## config.mk

```make
export PLATFORM = sky130hd
export DESIGN_NAME = uart_rx
export DESIGN_NICKNAME = d
export VERILOG_FILES = /design/src/rtl/uart_rx.sv
export SDC_FILE = /design/constraint.sdc
export NUM_CORES = 1
export LEC_CHECK = 0
export BUFFER_PORTS_ARGS = -buffer_cell sky130_fd_sc_hd__buf_2
export CAP_MARGIN = 40
export CORE_MARGIN = 5
export CORE_UTILIZATION = 40
export DETAILED_ROUTE_END_ITERATION = 6
export GPL_TIMING_DRIVEN = 0
export HOLD_SLACK_MARGIN = 0.02
export SKIP_LAST_GASP = 1
export SYNTH_ARGS = -nofsm -noshare
export SYNTH_HDL_FRONTEND = slang
export SYNTH_SLANG_ARGS = --single-unit
```

## constraint.sdc

```tcl
create_clock -name clk -period 3.28 [get_ports clk]
set_input_delay 0.656 -clock clk [delete_from_list [all_inputs] [get_ports clk]]
set_output_delay 0.656 -clock clk [all_outputs]
set_load 0.02 [all_outputs]
```

## src/rtl/uart_rx.sv

```systemverilog
`timescale 1ns/1ps
`default_nettype none
//==============================================================================
// Module   : uart_rx
// Brief    : UART receiver. Takes a 16x oversampling tick, samples each bit at
//            mid-bit, and reports parity and framing status. The parity bit is
//            included only when UART_RX_PARITY_EN is defined.
// Revision : 1.0 - initial release
//==============================================================================
module uart_rx #(
    parameter int OVERSAMPLE = 16,
    parameter int DATA_BITS  = 8
) (
    input  logic                 clk,
    input  logic                 rst,
    input  logic                 rx,
    input  logic                 sample_tick,
    input  logic                 p_sel,
    output logic [DATA_BITS-1:0] data_out,
    output logic                 rx_valid,
    output logic                 parity_err,
    output logic                 frame_err,
    output logic                 busy
);

    localparam int c_tick_w = $clog2(OVERSAMPLE);
    localparam int c_bit_w  = (DATA_BITS > 1) ? $clog2(DATA_BITS) : 1;

    localparam logic [c_tick_w-1:0] c_half_last = c_tick_w'(OVERSAMPLE / 2 - 1);
    localparam logic [c_tick_w-1:0] c_full_last = c_tick_w'(OVERSAMPLE - 1);
    localparam logic [c_tick_w-1:0] c_tick_one  = c_tick_w'(1);
    localparam logic [c_bit_w-1:0]  c_bit_last  = c_bit_w'(DATA_BITS - 1);
    localparam logic [c_bit_w-1:0]  c_bit_one   = c_bit_w'(1);

    localparam logic [2:0] c_st_idle   = 3'd0;
    localparam logic [2:0] c_st_start  = 3'd1;
    localparam logic [2:0] c_st_data   = 3'd2;
`ifdef UART_RX_PARITY_EN
    localparam logic [2:0] c_st_parity = 3'd3;
`endif
    localparam logic [2:0] c_st_stop   = 3'd4;

    logic [1:0]           r_sync;
    logic                 r_rxs_prev;
    logic                 w_rxs;
    logic                 w_fall;
    logic                 w_half_done;
    logic                 w_bit_done;
    logic [2:0]           r_state;
    logic [c_tick_w-1:0]  r_tcnt;
    logic [c_bit_w-1:0]   r_bcnt;
    logic [DATA_BITS-1:0] r_shift;
    logic [DATA_BITS-1:0] r_data;
    logic                 r_rx_valid;
    logic                 r_frame_err;

`ifdef UART_RX_PARITY_EN
    logic                 r_psel;
    logic                 r_par_pend;
    logic                 r_parity_err;
    logic                 w_par_exp;

    assign w_par_exp  = r_psel ? ~^r_shift : ^r_shift;
    assign parity_err = r_parity_err;
`else
    logic                 w_unused_p_sel;

    assign w_unused_p_sel = p_sel;
    assign parity_err     = 1'b0;
`endif

    assign w_rxs       = r_sync[1];
    assign w_fall      = r_rxs_prev & ~w_rxs;
    assign w_half_done = sample_tick && (r_tcnt == c_half_last);
    assign w_bit_done  = sample_tick && (r_tcnt == c_full_last);

    always_ff @(posedge clk) begin
        if (rst) begin
            r_sync       <= 2'b11;
            r_rxs_prev   <= 1'b1;
            r_state      <= c_st_idle;
            r_tcnt       <= '0;
            r_bcnt       <= '0;
            r_shift      <= '0;
            r_data       <= '0;
            r_rx_valid   <= 1'b0;
            r_frame_err  <= 1'b0;
`ifdef UART_RX_PARITY_EN
            r_psel       <= 1'b0;
            r_par_pend   <= 1'b0;
            r_parity_err <= 1'b0;
`endif
        end else begin
            r_sync     <= {r_sync[0], rx};
            r_rxs_prev <= w_rxs;
            r_rx_valid <= 1'b0;

            case (r_state)
                c_st_idle: begin
                    if (w_fall) begin
                        r_state <= c_st_start;
                        r_tcnt  <= '0;
                    end
                end

                // Mid-start check rejects glitches shorter than half a bit.
                c_st_start: begin
                    if (w_half_done) begin
                        r_tcnt <= '0;
                        if (!w_rxs) begin
                            r_state <= c_st_data;
                            r_bcnt  <= '0;
`ifdef UART_RX_PARITY_EN
                            r_psel     <= p_sel;
                            r_par_pend <= 1'b0;
`endif
                        end else begin
                            r_state <= c_st_idle;
                        end
                    end else if (sample_tick) begin
                        r_tcnt <= r_tcnt + c_tick_one;
                    end
                end

                c_st_data: begin
                    if (w_bit_done) begin
                        r_tcnt          <= '0;
                        r_shift[r_bcnt] <= w_rxs;
                        if (r_bcnt == c_bit_last) begin
`ifdef UART_RX_PARITY_EN
                            r_state <= c_st_parity;
`else
                            r_state <= c_st_stop;
`endif
                        end else begin
                            r_bcnt <= r_bcnt + c_bit_one;
                        end
                    end else if (sample_tick) begin
                        r_tcnt <= r_tcnt + c_tick_one;
                    end
                end

`ifdef UART_RX_PARITY_EN
                c_st_parity: begin
                    if (w_bit_done) begin
                        r_tcnt     <= '0;
                        r_par_pend <= (w_rxs != w_par_exp);
                        r_state    <= c_st_stop;
                    end else if (sample_tick) begin
                        r_tcnt <= r_tcnt + c_tick_one;
                    end
                end
`endif

                // Leaving at mid-stop lets a directly following start bit be seen.
                c_st_stop: begin
                    if (w_bit_done) begin
                        r_tcnt      <= '0;
                        r_data      <= r_shift;
                        r_frame_err <= ~w_rxs;
                        r_rx_valid  <= 1'b1;
                        r_state     <= c_st_idle;
`ifdef UART_RX_PARITY_EN
                        r_parity_err <= r_par_pend;
`endif
                    end else if (sample_tick) begin
                        r_tcnt <= r_tcnt + c_tick_one;
                    end
                end

                default: r_state <= c_st_idle;
            endcase
        end
    end

    assign data_out  = r_data;
    assign rx_valid  = r_rx_valid;
    assign frame_err = r_frame_err;
    assign busy      = (r_state != c_st_idle);

endmodule
`default_nettype wire
```

### Word-level counts from Yosys, hierarchy flattened

Cells that the tools add are included.

| storage, ports and cells | value |
|---|---|
| bits in registers | 31 |
| input bits | 5 |
| word-level logic and storage cells | 64 |

| cells by class | value |
|---|---|
| $add $sub $neg | 2 |
| $lt $le $gt $ge | 2 |
| equality and inequality tests | 13 |
| muxes and demuxes | 21 |
| bitwise gates (word level) | 3 |
| reductions and logical operators | 14 |

Operator list:

| operator | number |
|---|---|
| $mux W3 | 9 |
| $mux W4 | 4 |
| $ne A2 B2 Y1 const B | 7 |
| $pmux W3 S4 | 1 |
| $pmux W4 S3 | 1 |
| $reduce_and A5 Y1 | 2 |
| $bwmux W8 | 1 |
| $eq A3 B3 Y1 const B | 2 |
| $pmux W3 S2 | 1 |
| $reduce_and A2 Y1 | 3 |
| $reduce_bool A3 Y1 | 2 |
| $add A4 B1 Y4 const B | 1 |
| $eq A4 B3 Y1 const B | 1 |
| $eq A4 B4 Y1 const B | 1 |
| $lt A3 B4 Y1 const B | 1 |
| $reduce_or A2 Y1 | 2 |
| $add A3 B1 Y3 const B | 1 |
| $demux W1 S3 | 1 |
| $eq A3 B1 Y1 const B | 1 |
| $eq A3 B2 Y1 const B | 1 |
| $ge A3 B1 Y1 const B | 1 |
| $logic_and A1 B1 Y1 | 3 |
| $logic_not A3 Y1 | 1 |
| $mux W1 | 2 |
| other kinds (4) | 5 |

### Depth between registers and ports, before layout

| depth | value |
|---|---|
| depth in word-level cells | 5 |
| mapped depth | 6 |
| gate-level depth less buffers | 6 |

### Worst setup path after synthesis

Ideal clock, no wire load.

| path | value |
|---|---|
| kind | reg2reg |
| from | register r_bcnt[0] |
| to | register r_bcnt[1] |
| setup time | 0.068 ns |
| arrival | 1.548 ns |
| required time | 3.212 ns |
| path slack | 1.664 ns |
| stages on the path, launching flop included | 7 |
| buffers on the path | 0 |
| cell sequence | dfxtp_1 ha_1 ha_1 nand4bb_1 a211o_1 or2_1 a21oi_2 |

| between the ends | value |
|---|---|
| cells in the longest elaborated chain, start to end | 4 |
| elaborated cells on any way between the ends | 7 |
| classes of those cells | 1 x add/sub; 2 x eq/ne; 3 x mux; 1 x reduce/logical |

Ends and longest elaborated chain:

| item | RTL line | RTL |
|---|---|---|
| from (decl) | 51 | `logic [c_bit_w-1:0] r_bcnt;` |
| from (signal assigned) | 136 | `r_bcnt <= r_bcnt + c_bit_one;` |
| $add A3 B1 Y3 | 136 |  |
| $mux W3 | 129 | `if (r_bcnt == c_bit_last) begin` |
| $mux W3 | 126 | `if (w_bit_done) begin` |
| $pmux W3 S2 | 98 | `case (r_state)` |

Several ways; a longest one is shown, not always the timed one. The select of a mux whose other input is x is not followed.
A chain may end at the register's enable or synchronous reset.

### Final worst setup path

| path | value |
|---|---|
| from | register r_state[0] |
| to | output port busy |

| between the ends | value |
|---|---|
| cells in the longest elaborated chain, start to end | 1 |

Ends and longest elaborated chain:

| item | RTL line | RTL |
|---|---|---|
| from (decl) | 49 | `logic [2:0] r_state;` |
| from (signal assigned) | 81 | `r_state <= c_st_idle;` |
| from (signal assigned) | 101 | `r_state <= c_st_start;` |
| from (signal assigned) | 111 | `r_state <= c_st_data;` |
| $reduce_bool A3 Y1 | 179 | `assign busy = (r_state != c_st_idle);` |
| to (decl) | 23 | `output logic busy` |

Every way passes these cells.

==> metrics <==
status completed; Yosys cell types 44; GPL Wtd Cong 0.8261; MaxCap Viol Count 0; cts bufs inserted 5; final clock period utilization by the worst path 60.65%; DP Wirelength 2185 µm; critical path type register to output port; combinational share of power 4.7%; Main synth FF type dfxtp_1; Row Count 22; Overall Power 0.7257 mW; CP startpoint r_state[0]; top-area cell type share of the netlist area 42.65%; post-CTS setup buffer count 0; Initial DRC Count 42; CTS H-Tree Depth 2; top post-synthesis cells by area dfxtp_1 43%, mux2i_1 13%, nor2_1 5.7%; global route overflow 0; Sw Ratio 21.24%; commonest non-fill, non-tap cell in the layout dfxtp_1; first-pass GRT wire length 5181 µm; fin crit period 1.989 ns; Setup Skew 0.008471 ns; asr flop ratio synth 0%; final setup violating endpoints 0; CTS tree built; Yosys Warn Count 0; vias in the first global route around 1200; crit path DAT 1.33 ns; static leakage 0.7816 nW; Starting Density about two fifths; Slew @ Worst Pin about 0.83 ns; clock-pin slew on the worst setup and hold paths 0.10 ns; IO Pins 17; Worst VDD drop 0.0002100 V; Placeable Area 3578 µm²; register bit count reported by yosys 31; Die H 70.32 µm; most frequent cells in the layout 31 x dfxtp_1, 22 x nor2_1, 19 x mux2i_1; Hold Crit Class register to register; leading area contributor after synthesis dfxtp_1; Die ar. between 4000 and 5000 µm²; fmax 502.7 MHz; Worst EP required 2.62 ns; Post-synth EDFFs 0; CP Capture Type output port; Mapped Cells 161; via count 1202; initial antenna violation count 0; RSZ-0062 raised after global routing no; final hold vios 0; area post-placement about 1600 µm²; final wirelength a little over 3000 µm; Die Wd around 70 µm; Synth-to-Final Area Change 14.88%; CP startpoint kind register; DRT Pass-1 Iters 4; Clock Path Buffers 2; Min-Delay Startpoint r_sync[0]; Tot GR Track Use 13.27%; Final Max Tran Viols 0; worst-skew pair later-pin latency 0.32 ns; Clock Tree Root clkbuf_4; final instance area 1672 µm²; pin count of the biggest net entering global routing 11; drc violations 0; net switching power 0.1542 mW; Synth Cell Area 1455 µm²; DR WL/cell 13.12 µm; worst r2r src r_state[0]; layout cell share with drive strength beyond 1 17.49%; syn avg cell area 9.038 µm²; Cell Int Power 0.5715 mW; Hold Buf Count CTS 0; Final nets 190; Rel. slew slack 43.70%; sequential share of power 52.6%; clock power share 42.7%; Post-Synthesis Net Count 169; Avg Vias per Cell 5.203; IO buf count 14; crit-path max FO 6; TritonCTS Sinks 31; CTS resizes 0; P per Cell Area 434.1 nW/µm²; sequential area share after synthesis 42.65%; setup TNS 0 ns; final antenna-violating net count 0; # fillers 364; R2R setup slack 1.34 ns; antenna cells 0
==> Yosys cell counts, types with 2 or more instances <==
library cell / number
a21oi_1: 5
a21oi_2: 2
a311oi_1: 2
and2_1: 3
and3_1: 2
buf_2: 2
buf_4: 2
clkbuf_1: 6
dfxtp_1: 31
ha_1: 3
inv_1: 7
mux2i_1: 19
nand2_1: 7
nand2b_1: 3
nand3_1: 7
nand4_1: 5
nor2_1: 22
nor2b_1: 3
nor3_1: 2
or2_1: 2
or2_2: 3
==> final cells by class <==
| cell class | instances | area [µm²] | area share (%) |
|---|---|---|---|
| Buffer | 10 | 47.55 | 2.844 |
| Sequential cell | 31 | 620.6 | 37.13 |
| Tap cell | 48 | 60.06 | 3.593 |
| Clock inverter | 2 | 35.03 | 2.096 |
| Timing Repair Buffer | 14 | 70.07 | 4.192 |
| Multi-Input combinational cell | 113 | 760.7 | 45.51 |
| Inverter | 7 | 26.28 | 1.572 |
| Clock buffer | 6 | 51.30 | 3.069 |
==> kinds of logic (layout without fill, tap and decap cells) <==
kind of cell | after synthesis | in the layout | synth area share (%)
AO/OA/AOI/OAI | 20 | 20 | 10.06
XOR/XNOR | 2 | 2 | 1.204
adder cells (fa/ha/maj) | 4 | 4 | 3.268
buffers and inverters | 17 | 39 | 5.073
flip-flops | 31 | 31 | 42.65
multiplexers | 19 | 19 | 13.07
other | 1 | 1 | 0.2577
AND/OR/NAND/NOR | 67 | 67 | 24.42
==> per-stage QoR <==
step	hold slack (ns)	instances	setup slack [ns]	utilization, %
5_1_grt	0.4475	231	1.153	46.71
4_1_cts	0.4296	231	1.271	46.71
6_report	0.4278	231	1.291	46.71
2_1_floorplan	0.3895	161	1.664	-
3_5_place_dp	0.3992	223	1.292	44.30
3_3_place_gp	0.3916	223	1.339	44.30
==> per-layer routing <==
metal  global-route usage (%)  wire [µm]  vias to the layer above  part of all wire, %
li1                         -          -                      610                    -
met1                    14.96       1372                      566                   45
met2                    21.62       1464                       18                   48
met3                    3.741        117                        8                  3.9
met4                    8.723         76                        0                  2.5
met5                        0          0                        -                    0
==> power by group through the flow <==
stage,Clock [mW],Combinational [mW],Sequential (mW)
2_1_floorplan,0,0.0247,0.390
3_3_place_gp,0,0.0333,0.390
6_report,0.310,0.0342,0.381
3_5_place_dp,0,0.0342,0.390
4_1_cts,0.321,0.0343,0.381
5_1_grt,0.334,0.0384,0.382
==> critical path, stage by stage, from the launching register on <==
cell,delay (ns)
dfxtp_1,0.36
nor3_1,0.42
inv_1,0.07
buf_2,0.17
==> registers in the layout (all words and copies together), names as in the netlist <==
name,flops
r_rxs_prev,1
frame_err,1
r_shift,8
r_tcnt,4
r_bcnt,3
r_sync,2
rx_valid,1
data_out,8
r_state,3
==> worst paths after layout <==
| kind | to | depth (start not counted) |
|---|---|---|
| worst max-delay path | busy | 3 |
| worst min-delay path | r_sync[1] | 1 |
| worst max register to register | r_shift[6] | 5 |
| worst min register to register | r_sync[1] | 1 |
Note: power is estimated with default switching activity, not from simulation.
